--- config.mk ---
export PLATFORM = sky130hd
export DESIGN_NAME = spi_shift_engine
export DESIGN_NICKNAME = d
export VERILOG_FILES = /design/src/rtl/spi_shift_engine.sv
export SDC_FILE = /design/constraint.sdc
export NUM_CORES = 1
export LEC_CHECK = 0
export ABC_AREA = 1
export BUFFER_PORTS_ARGS = -buffer_cell sky130_fd_sc_hd__buf_2
export CAP_MARGIN = 20
export CORE_ASPECT_RATIO = 1.75
export CORE_MARGIN = 1
export CORE_UTILIZATION = 32
export CTS_BUF_LIST = sky130_fd_sc_hd__clkbuf_8
export DETAILED_ROUTE_END_ITERATION = 16
export SLEW_MARGIN = 20
export SYNTH_ARGS = -nofsm -noshare
export SYNTH_HDL_FRONTEND = slang
export SYNTH_SLANG_ARGS = --single-unit
--- constraint.sdc ---
create_clock -name clk -period 3.28 [get_ports clk]
set_clock_uncertainty 0.15 [all_clocks]
set_input_delay 0.328 -clock clk [delete_from_list [all_inputs] [get_ports clk]]
set_output_delay 0.328 -clock clk [all_outputs]
set_load 0.01 [all_outputs]
--- src/rtl/spi_shift_engine.sv ---
// SPI master shift engine: one 8/16-bit frame per accepted request, mode/baud/order latched at accept.
// CS-low time is H*(2+2N) clk cycles; requests are taken only in IDLE (o_tx_ready), never queued.
module spi_shift_engine (
   input  logic        clk,
   input  logic        rst,
   input  logic        CPOL,
   input  logic        CPHA,
   input  logic [2:0]  BR,
   input  logic        DFF,
   input  logic        LSBFIRST,
   input  logic [15:0] i_tx_data,
   input  logic        i_tx_valid,
   output logic        o_tx_ready,
   output logic        o_rx_valid,
   output logic [15:0] o_rx_data,
   output logic        o_busy,
   output logic        SPI_SCK,
   output logic        SPI_MOSI,
   output logic        SPI_CS,
   input  logic        SPI_MISO
);

   typedef enum logic [1:0] {S_IDLE, S_LEAD, S_XFER, S_TRAIL} state_t;

   state_t      state_q, state_d;
   logic [7:0]  cnt_q, cnt_d;
   logic [5:0]  edge_q, edge_d;
   logic [3:0]  txcnt_q, txcnt_d;
   logic [15:0] tx_q, tx_d;
   logic [15:0] rx_sh_q, rx_sh_d;
   logic [15:0] rx_data_q, rx_data_d;
   logic        rx_valid_q, rx_valid_d;
   logic        sck_q, sck_d;
   logic        mosi_q, mosi_d;
   logic        cs_q, cs_d;
   logic        cpol_q, cpol_d;
   logic        cpha_q, cpha_d;
   logic [2:0]  br_q, br_d;
   logic        dff_q, dff_d;
   logic        lsb_q, lsb_d;

   logic [7:0]  hm1;
   logic        term;
   logic [5:0]  last_edge;
   logic [3:0]  msb_idx;
   logic [3:0]  tx_idx;
   logic        next_bit;
   logic        first_bit;
   logic        sample_now;
   logic [15:0] rx_shifted;

   assign hm1        = (8'd1 << br_q) - 8'd1;
   assign term       = (cnt_q == hm1);
   assign last_edge  = dff_q ? 6'd32 : 6'd16;
   assign msb_idx    = dff_q ? 4'd15 : 4'd7;
   assign tx_idx     = lsb_q ? txcnt_q : (msb_idx - txcnt_q);
   assign next_bit   = tx_q[tx_idx];
   assign first_bit  = LSBFIRST ? i_tx_data[0] : (DFF ? i_tx_data[15] : i_tx_data[7]);
   // Each XFER cycle with cnt_q==0 is the cycle in which edge number edge_q is visible on SCK.
   assign sample_now = (state_q == S_XFER) && (cnt_q == 8'd0) && (edge_q[0] ^ cpha_q);
   assign rx_shifted = lsb_q ? (dff_q ? {SPI_MISO, rx_sh_q[15:1]} : {8'h00, SPI_MISO, rx_sh_q[7:1]})
                             : {rx_sh_q[14:0], SPI_MISO};

   always_comb begin
      state_d    = state_q;
      cnt_d      = term ? 8'd0 : cnt_q + 8'd1;
      edge_d     = edge_q;
      txcnt_d    = txcnt_q;
      tx_d       = tx_q;
      rx_sh_d    = rx_sh_q;
      rx_data_d  = rx_data_q;
      rx_valid_d = 1'b0;
      sck_d      = sck_q;
      mosi_d     = mosi_q;
      cs_d       = cs_q;
      cpol_d     = cpol_q;
      cpha_d     = cpha_q;
      br_d       = br_q;
      dff_d      = dff_q;
      lsb_d      = lsb_q;
      if (sample_now) rx_sh_d = rx_shifted;
      case (state_q)
         S_IDLE: begin
            cnt_d = 8'd0;
            if (i_tx_valid) begin
               state_d = S_LEAD;
               cpol_d  = CPOL;
               cpha_d  = CPHA;
               br_d    = BR;
               dff_d   = DFF;
               lsb_d   = LSBFIRST;
               tx_d    = i_tx_data;
               sck_d   = CPOL;
               cs_d    = 1'b0;
               mosi_d  = CPHA ? 1'b0 : first_bit;
               txcnt_d = CPHA ? 4'd0 : 4'd1;
               edge_d  = 6'd0;
               rx_sh_d = 16'h0000;
            end
         end
         S_LEAD: begin
            if (term) begin
               state_d = S_XFER;
               cnt_d   = 8'd0;
               sck_d   = ~sck_q;
               edge_d  = 6'd1;
               if (cpha_q) begin
                  mosi_d  = next_bit;
                  txcnt_d = txcnt_q + 4'd1;
               end
            end
         end
         S_XFER: begin
            if (term) begin
               if (edge_q == last_edge) begin
                  state_d = S_TRAIL;
                  cnt_d   = 8'd0;
                  sck_d   = cpol_q;
               end else begin
                  sck_d  = ~sck_q;
                  edge_d = edge_q + 6'd1;
                  // Next edge is a shift edge; CPHA=0 skips the shift on the final edge.
                  if ((edge_q[0] ^ cpha_q) && ((edge_q + 6'd1) != last_edge)) begin
                     mosi_d  = next_bit;
                     txcnt_d = txcnt_q + 4'd1;
                  end
               end
            end
         end
         S_TRAIL: begin
            if (term) begin
               state_d    = S_IDLE;
               cnt_d      = 8'd0;
               cs_d       = 1'b1;
               mosi_d     = 1'b0;
               rx_valid_d = 1'b1;
               rx_data_d  = dff_q ? rx_sh_q : {8'h00, rx_sh_q[7:0]};
            end
         end
         default: state_d = S_IDLE;
      endcase
   end

   always_ff @(posedge clk or posedge rst) begin
      if (rst) begin
         state_q    <= S_IDLE;
         cnt_q      <= 8'd0;
         edge_q     <= 6'd0;
         txcnt_q    <= 4'd0;
         tx_q       <= 16'h0000;
         rx_sh_q    <= 16'h0000;
         rx_data_q  <= 16'h0000;
         rx_valid_q <= 1'b0;
         sck_q      <= 1'b0;
         mosi_q     <= 1'b0;
         cs_q       <= 1'b1;
         cpol_q     <= 1'b0;
         cpha_q     <= 1'b0;
         br_q       <= 3'd0;
         dff_q      <= 1'b0;
         lsb_q      <= 1'b0;
      end else begin
         state_q    <= state_d;
         cnt_q      <= cnt_d;
         edge_q     <= edge_d;
         txcnt_q    <= txcnt_d;
         tx_q       <= tx_d;
         rx_sh_q    <= rx_sh_d;
         rx_data_q  <= rx_data_d;
         rx_valid_q <= rx_valid_d;
         sck_q      <= sck_d;
         mosi_q     <= mosi_d;
         cs_q       <= cs_d;
         cpol_q     <= cpol_d;
         cpha_q     <= cpha_d;
         br_q       <= br_d;
         dff_q      <= dff_d;
         lsb_q      <= lsb_d;
      end
   end

   assign o_tx_ready = (state_q == S_IDLE);
   assign o_busy     = (state_q != S_IDLE);
   assign o_rx_valid = rx_valid_q;
   assign o_rx_data  = rx_data_q;
   assign SPI_SCK    = (state_q == S_IDLE) ? CPOL : sck_q;
   assign SPI_MOSI   = mosi_q;
   assign SPI_CS     = cs_q;

endmodule

# After elaboration in Yosys (flattened, before gate mapping)
# Index checks and enable logic that the tools add are counted.
[totals]
ram_bits = 0
out_inout_bits = 22
input_bits = 27
wordCells = 113
mem_count = 0
reg_bits = 79
latch_bits = 0
rom_bits = 0
[op_classes]
div_mod_pow = 0
bitwise_logic = 2
order_cmp = 1
mul = 0
muxes = 57
reduce_logical = 17
add_sub_neg = 5
eq_ne = 14
shifts = 1
[ops]
columns = ["operator", "n"]
rows = [
  ["$mux W16", 6],
  ["$mux W4", 8],
  ["$mux W8", 4],
  ["$mux W6", 5],
  ["$pmux W8 S3", 1],
  ["$mux W1", 21],
  ["$pmux W6 S3", 1],
  ["$reduce_and A7 Y1", 2],
  ["$ne A2 B2 Y1 const B", 6],
  ["$pmux W4 S3", 1],
  ["$mux W2", 5],
  ["$reduce_and A5 Y1", 2],
  ["$add A8 B1 Y8 const B", 1],
  ["$eq A8 B8 Y1", 1],
  ["$logic_not A8 Y1", 1],
  ["$pmux W2 S4", 1],
  ["$shl A1 B3 Y8 const A", 1],
  ["$sub A8 B1 Y8 const B", 1],
  ["$add A6 B1 Y6 const B", 1],
  ["$eq A6 B6 Y1", 1],
  ["$ne A6 B6 Y1", 1],
  ["$lt A4 B5 Y1 const B", 1],
  ["$add A4 B1 Y4 const B", 1],
  ["$bmux W1 S4", 1],
  ["other kinds (17)", 23],
]

# Depth between registers and ports, before layout
[depth]
ltp_word = 9
mapped_depth = 18
mapped_depth_nobuf = 17

# Least setup slack after synthesis
# OpenSTA, ideal clock, no wires.
[synth_path]
path_kind = "register to register"
from = "register br_q[1]"
to = "register edge_q[0]"
setup_time_ns = 0.123
arrival_ns = 1.965
path_slack_ns = 1.042
path_stages_with_launch = 17
path_buffers = 2
required_ns = 3.007
synth_period_minus_slack_ns = 2.238
cell_sequence = "dfrtp_1 > buf_2 > nor2_4 > nand2_1 > ha_1 > nor2_1 > nor2_1 > nand2_1 > nor2_1 > nand2_1 > nor2_4 > nand3_4 > nand2_2 > nand3b_4 > buf_6 > nand2_1 > o21ai_2"
[synth_between]
elab_chain_cells = 5
word_cells_on_any_way = 6
classes_between = "add/sub: 1; eq/ne: 3; shift: 1; reduce/logical: 1"
[synth_lines]
columns = ["element", "line_no", "source"]
rows = [
  ["start, declared", "38", "logic [2:0] br_q, br_d;"],
  ["start signal, assigned", "176", "br_q <= br_d;"],
  ["$shl A1 B3 Y8 *", "52", "assign hm1 = (8'd1 << br_q) - 8'd1;"],
  ["$sub A8 B1 Y8 *", "52", ""],
  ["$eq A8 B8 Y1 *", "53", "assign term = (cnt_q == hm1);"],
  ["$ne A2 B2 Y1 (no source line)", "n/a", ""],
  ["$reduce_and A5 Y1 (no source line) *", "n/a", ""],
  ["end signal, assigned", "165", "edge_q <= edge_d;"],
  ["end, declared", "27", "logic [5:0] edge_q, edge_d;"],
]
# Every way passes the cells marked *; elsewhere a longest branch is shown, timed or not.
# A chain may end at the register's enable or synchronous reset.

# Worst setup path in the final report
[layout_path]
from = "register br_q[1]"
to = "register txcnt_q[3]"
[layout_between]
elab_chain_cells = 5
word_cells_on_any_way = 6
classes_between = "add/sub: 1; eq/ne: 3; shift: 1; reduce/logical: 1"
[layout_lines]
columns = ["element", "line_no", "source"]
rows = [
  ["$shl A1 B3 Y8 *", "52", ""],
  ["$sub A8 B1 Y8 *", "52", ""],
  ["$eq A8 B8 Y1 *", "53", ""],
  ["$ne A2 B2 Y1 (no source line)", "n/a", ""],
  ["$reduce_and A7 Y1 (no source line) *", "n/a", ""],
  ["end signal, assigned", "166", "txcnt_q <= txcnt_d;"],
  ["end, declared", "28", "logic [3:0] txcnt_q, txcnt_d;"],
]
# Marks and branches as above.

==> impl_metrics.sql <==
INSERT INTO impl_metrics (metric_group, metric, value, unit) VALUES
('outcome', 'outcome', 'complete, no violations', ''),
('critical_path', 'cp-start-kind', 'flop', ''),
('timing', 'achievable-frequency', '393', 'MHz'),
('critical_path', 'worstPathCellList', 'nor2_4 -> nand2_1 -> ha_1 -> inv_1 -> nand2_1 -> nand2_1 -> nand2_1 -> nand2_1 -> nand2_1 -> nor2_4 -> nand3_4 -> nand2_2 -> nand3b_4 -> nor2_2 -> nand2_1 -> nand2_1', ''),
('timing', 'unrepaired_setup_endpoints_after_global_routing', 'false', ''),
('logic_synthesis', 'synth.net_count', '601', ''),
('power_and_ir_drop', 'power.density', '860', 'nW/um^2'),
('finish', 'insertedDiodeCount', '0', ''),
('logic_synthesis', 'post_synth_main_area_contributors', 'sky130_fd_sc_hd__dfrtp_1 45%, sky130_fd_sc_hd__nand2_1 19%, sky130_fd_sc_hd__nand3_1 4.6%', ''),
('logic_synthesis', 'ys.flop_type', 'sky130_fd_sc_hd__dfrtp_1', ''),
('drt', 'drc_errors', '0', ''),
('clock_network', 'cts_buffer_depth', '2', ''),
('die', 'design.core.area', '13100', 'um^2'),
('die', 'io_pins', '49', ''),
('clock_network', 'tritoncts.num_buffers', '9', ''),
('critical_path', 'setup.worst_path.class', 'flop to flop', ''),
('clock_network', 'clkLatencyLatePin', '0.36', 'ns'),
('critical_path', 'cp_slowest_stage_delay', '0.49', 'ns'),
('timing', 'worstMarginPinSlew', '0.807', 'ns'),
('power_and_ir_drop', 'power', '4.35', 'mW'),
('logic_synthesis', 'post_synth_arst_share', '100', '%'),
('drt', 'ant_nets', '0', ''),
('critical_path', 'cp_data_required_time', '3.43', 'ns'),
('finish', 'area_delta_synth_final', '16.7', '%'),
('finish', 'final-instance-count-excl-fill', '791', ''),
('logic_synthesis', 'ys_warn_count', '0', ''),
('global_routing', 'number_of_global_route_vias_before_repair', '3676', ''),
('drt', 'drt_wl_total', '10200', 'um'),
('clock_network', 'clkTransAtPathRegs', '0.08', 'ns'),
('critical_path', 'cpMaxStageDelayCell', 'sky130_fd_sc_hd__dfrtp_1', ''),
('placement', 'routabilityCongestion', '0.858', ''),
('die', 'placement_rows', '55', ''),
('critical_path', 'critical_path_arrival', '2.69', 'ns'),
('finish', 'design.final.nets', '653', ''),
('critical_path', 'path_common_cell', 'sky130_fd_sc_hd__nand2_1', ''),
('clock_network', 'cts_tree', 'done', ''),
('logic_synthesis', 'post_synth_instance_area', '4330', 'um^2'),
('logic_synthesis', 'post_synthesis_mean_instance_area', '7.70', 'um^2'),
('critical_path', 'cp_num_buf_inv', '1', ''),
('logic_synthesis', 'syn_inst', '563', ''),
('flow_run', 'cap_violations', '0', ''),
('critical_path', 'critical_path.top_delay_family', 'simple AND/OR/NAND/NOR gates', ''),
('logic_synthesis', 'synth.most_common_cell', 'sky130_fd_sc_hd__nand2_1', ''),
('finish', 'fin_util', '38.7', '%'),
('clock_network', 'postCtsSetupBuffers', '0', ''),
('drt', 'post_drt_via_cell_ratio', '4.80', ''),
('timing', 'number_of_endpoints_with_negative_hold_slack_in_the_final_report', '0', ''),
('logic_synthesis', 'area_share_of_the_leading_cell_type_in_the_synthesized_netlist', '45.0', '%'),
('drt', 'firstDrtPassIters', '4', ''),
('finish', 'drive_above_1_share', '16.3', '%'),
('global_routing', 'grtUsageTotal', '15.3', '%'),
('clock_network', 'clock_tree.root_cell', 'sky130_fd_sc_hd__clkbuf_8', ''),
('logic_synthesis', 'seq_area_frac_synth', '45.7', '%'),
('timing', 'tns_setup', '0', 'ns'),
('logic_synthesis', 'yosys-top-cells-count', '218 x sky130_fd_sc_hd__nand2_1, 78 x sky130_fd_sc_hd__dfrtp_1, 40 x sky130_fd_sc_hd__nand3_1', ''),
('logic_synthesis', 'yosysUniqueCellTypes', '37', ''),
('power_and_ir_drop', 'worst_ir_drop_on_vdd', '0.000398', 'V'),
('clock_network', 'htree_depth', '3', ''),
('die', 'fp.dieArea', '14000', 'um^2'),
('clock_network', 'cts.sink_count', '79', ''),
('critical_path', 'cp_max_fo', '17', ''),
('die', 'chipWidth', '90.0', 'um'),
('timing', 'period_minus_slack', '2.54', 'ns'),
('die', 'start_util', '33.1', '%'),
('global_routing', 'global_route.overflow_total', '0', ''),
('logic_synthesis', 'synth-edff-count', '0', ''),
('global_routing', 'grt_max_degree', '34', ''),
('min_path', 'worstHoldPathType', 'primary input to flop', ''),
('placement', 'pre_cts_slack', '0.740', 'ns'),
('clock_network', 'ctsResizeCount', '0', ''),
('placement', 'dp.final_hpwl', '7630', 'um');
-- metrics by stage --
step	hold slack (ns)	cell area [um^2]
after CTS	0.000919	5050
after global placement	0.174	4720
after global routing	0.0182	5050
final	0.0185	5050
after floorplan	0.288	4330
after detailed placement	0.170	4720
-- state kept, by name, summed over array words and instances (netlist names) --
signal,count
o_rx_data,16
rx_sh_q,16
tx_q,16
cnt_q,8
edge_q,6
txcnt_q,4
br_q,3
state_q,2
SPI_CS,1
SPI_MOSI,1
cpha_q,1
cpol_q,1
dff_q,1
lsb_q,1
o_rx_valid,1
sck_q,1
-- power breakdown --
part	internal [mW]	leakage, nW	switching [mW]
clock	0.508	0.122	0.377
combinational	0.672	1.41	1.25
sequential	1.25	1.04	0.294
total	2.43	2.57	1.92
-- per-layer routing --
layer | wire length (um) | track usage, % | up-vias | part of all wire, %
met2 | 5380 | 28.2 | 70 | 53
met4 | 269 | 7.68 | 0 | 2.6
met5 | 0 | 0 | - | 0
met1 | 4290 | 16.8 | 1792 | 42
li1 | - | - | 1912 | -
met3 | 287 | 2.83 | 19 | 2.8
-- kinds of logic after synthesis --
| group | after synthesis | synth area share, % |
|---|---|---|
| flops | 79 | 45.7 |
| xor+xnor | 12 | 2.43 |
| buf+inv | 65 | 6.35 |
| compound gates | 84 | 11.4 |
| simple gates | 312 | 31.0 |
| fa+ha+maj | 11 | 3.18 |
-- final cells by class --
class                           count  area (um^2)  area share (%)
Sequential cell                    79         1980            39.1
Timing Repair Buffer               63          375            7.43
Clock buffer                        9          124            2.45
Inverter                           43          165            3.27
Clock inverter                      7          119            2.35
Tap cell                          171          214            4.23
Multi-Input combinational cell    419         2080            41.1
-- cell usage in the layout (no fill, tap or decap), types with 7 or more instances in the layout --
cell,Yosys,routed
sky130_fd_sc_hd__a31oi_1,9,9
sky130_fd_sc_hd__dlygate4sd3_1,0,9
sky130_fd_sc_hd__a21oi_1,18,18
sky130_fd_sc_hd__nand3_1,40,40
sky130_fd_sc_hd__dfrtp_1,78,78
sky130_fd_sc_hd__ha_1,11,11
sky130_fd_sc_hd__xnor2_1,7,7
sky130_fd_sc_hd__o21ai_2,14,14
sky130_fd_sc_hd__buf_2,5,48
sky130_fd_sc_hd__nor2_1,29,29
sky130_fd_sc_hd__o21ai_0,37,37
sky130_fd_sc_hd__inv_1,39,39
sky130_fd_sc_hd__clkbuf_8,0,9
sky130_fd_sc_hd__nand2_1,218,218
-- worst min-delay path, stage by stage --
cell                      delay, ns
sky130_fd_sc_hd__buf_2         0.07
sky130_fd_sc_hd__nand2_1       0.04
sky130_fd_sc_hd__nand2_1       0.05
-- path summary, 6_finish.rpt --
path                       slack [ns]      endpoint  cells past startpoint    startpoint
setup / recovery                 0.74    txcnt_q[3]                     16       br_q[1]
hold reg to reg                  0.33  o_rx_data[7]                      2  o_rx_data[7]
hold / removal                   0.02       tx_q[9]                      3  i_tx_data[9]
setup reg to reg                 0.74    txcnt_q[3]                     16       br_q[1]
min in group asynchronous        0.32      cnt_q[0]                      3           rst
max in group asynchronous        1.89        SPI_CS                      4           rst
(Power assumes the default switching activity.)
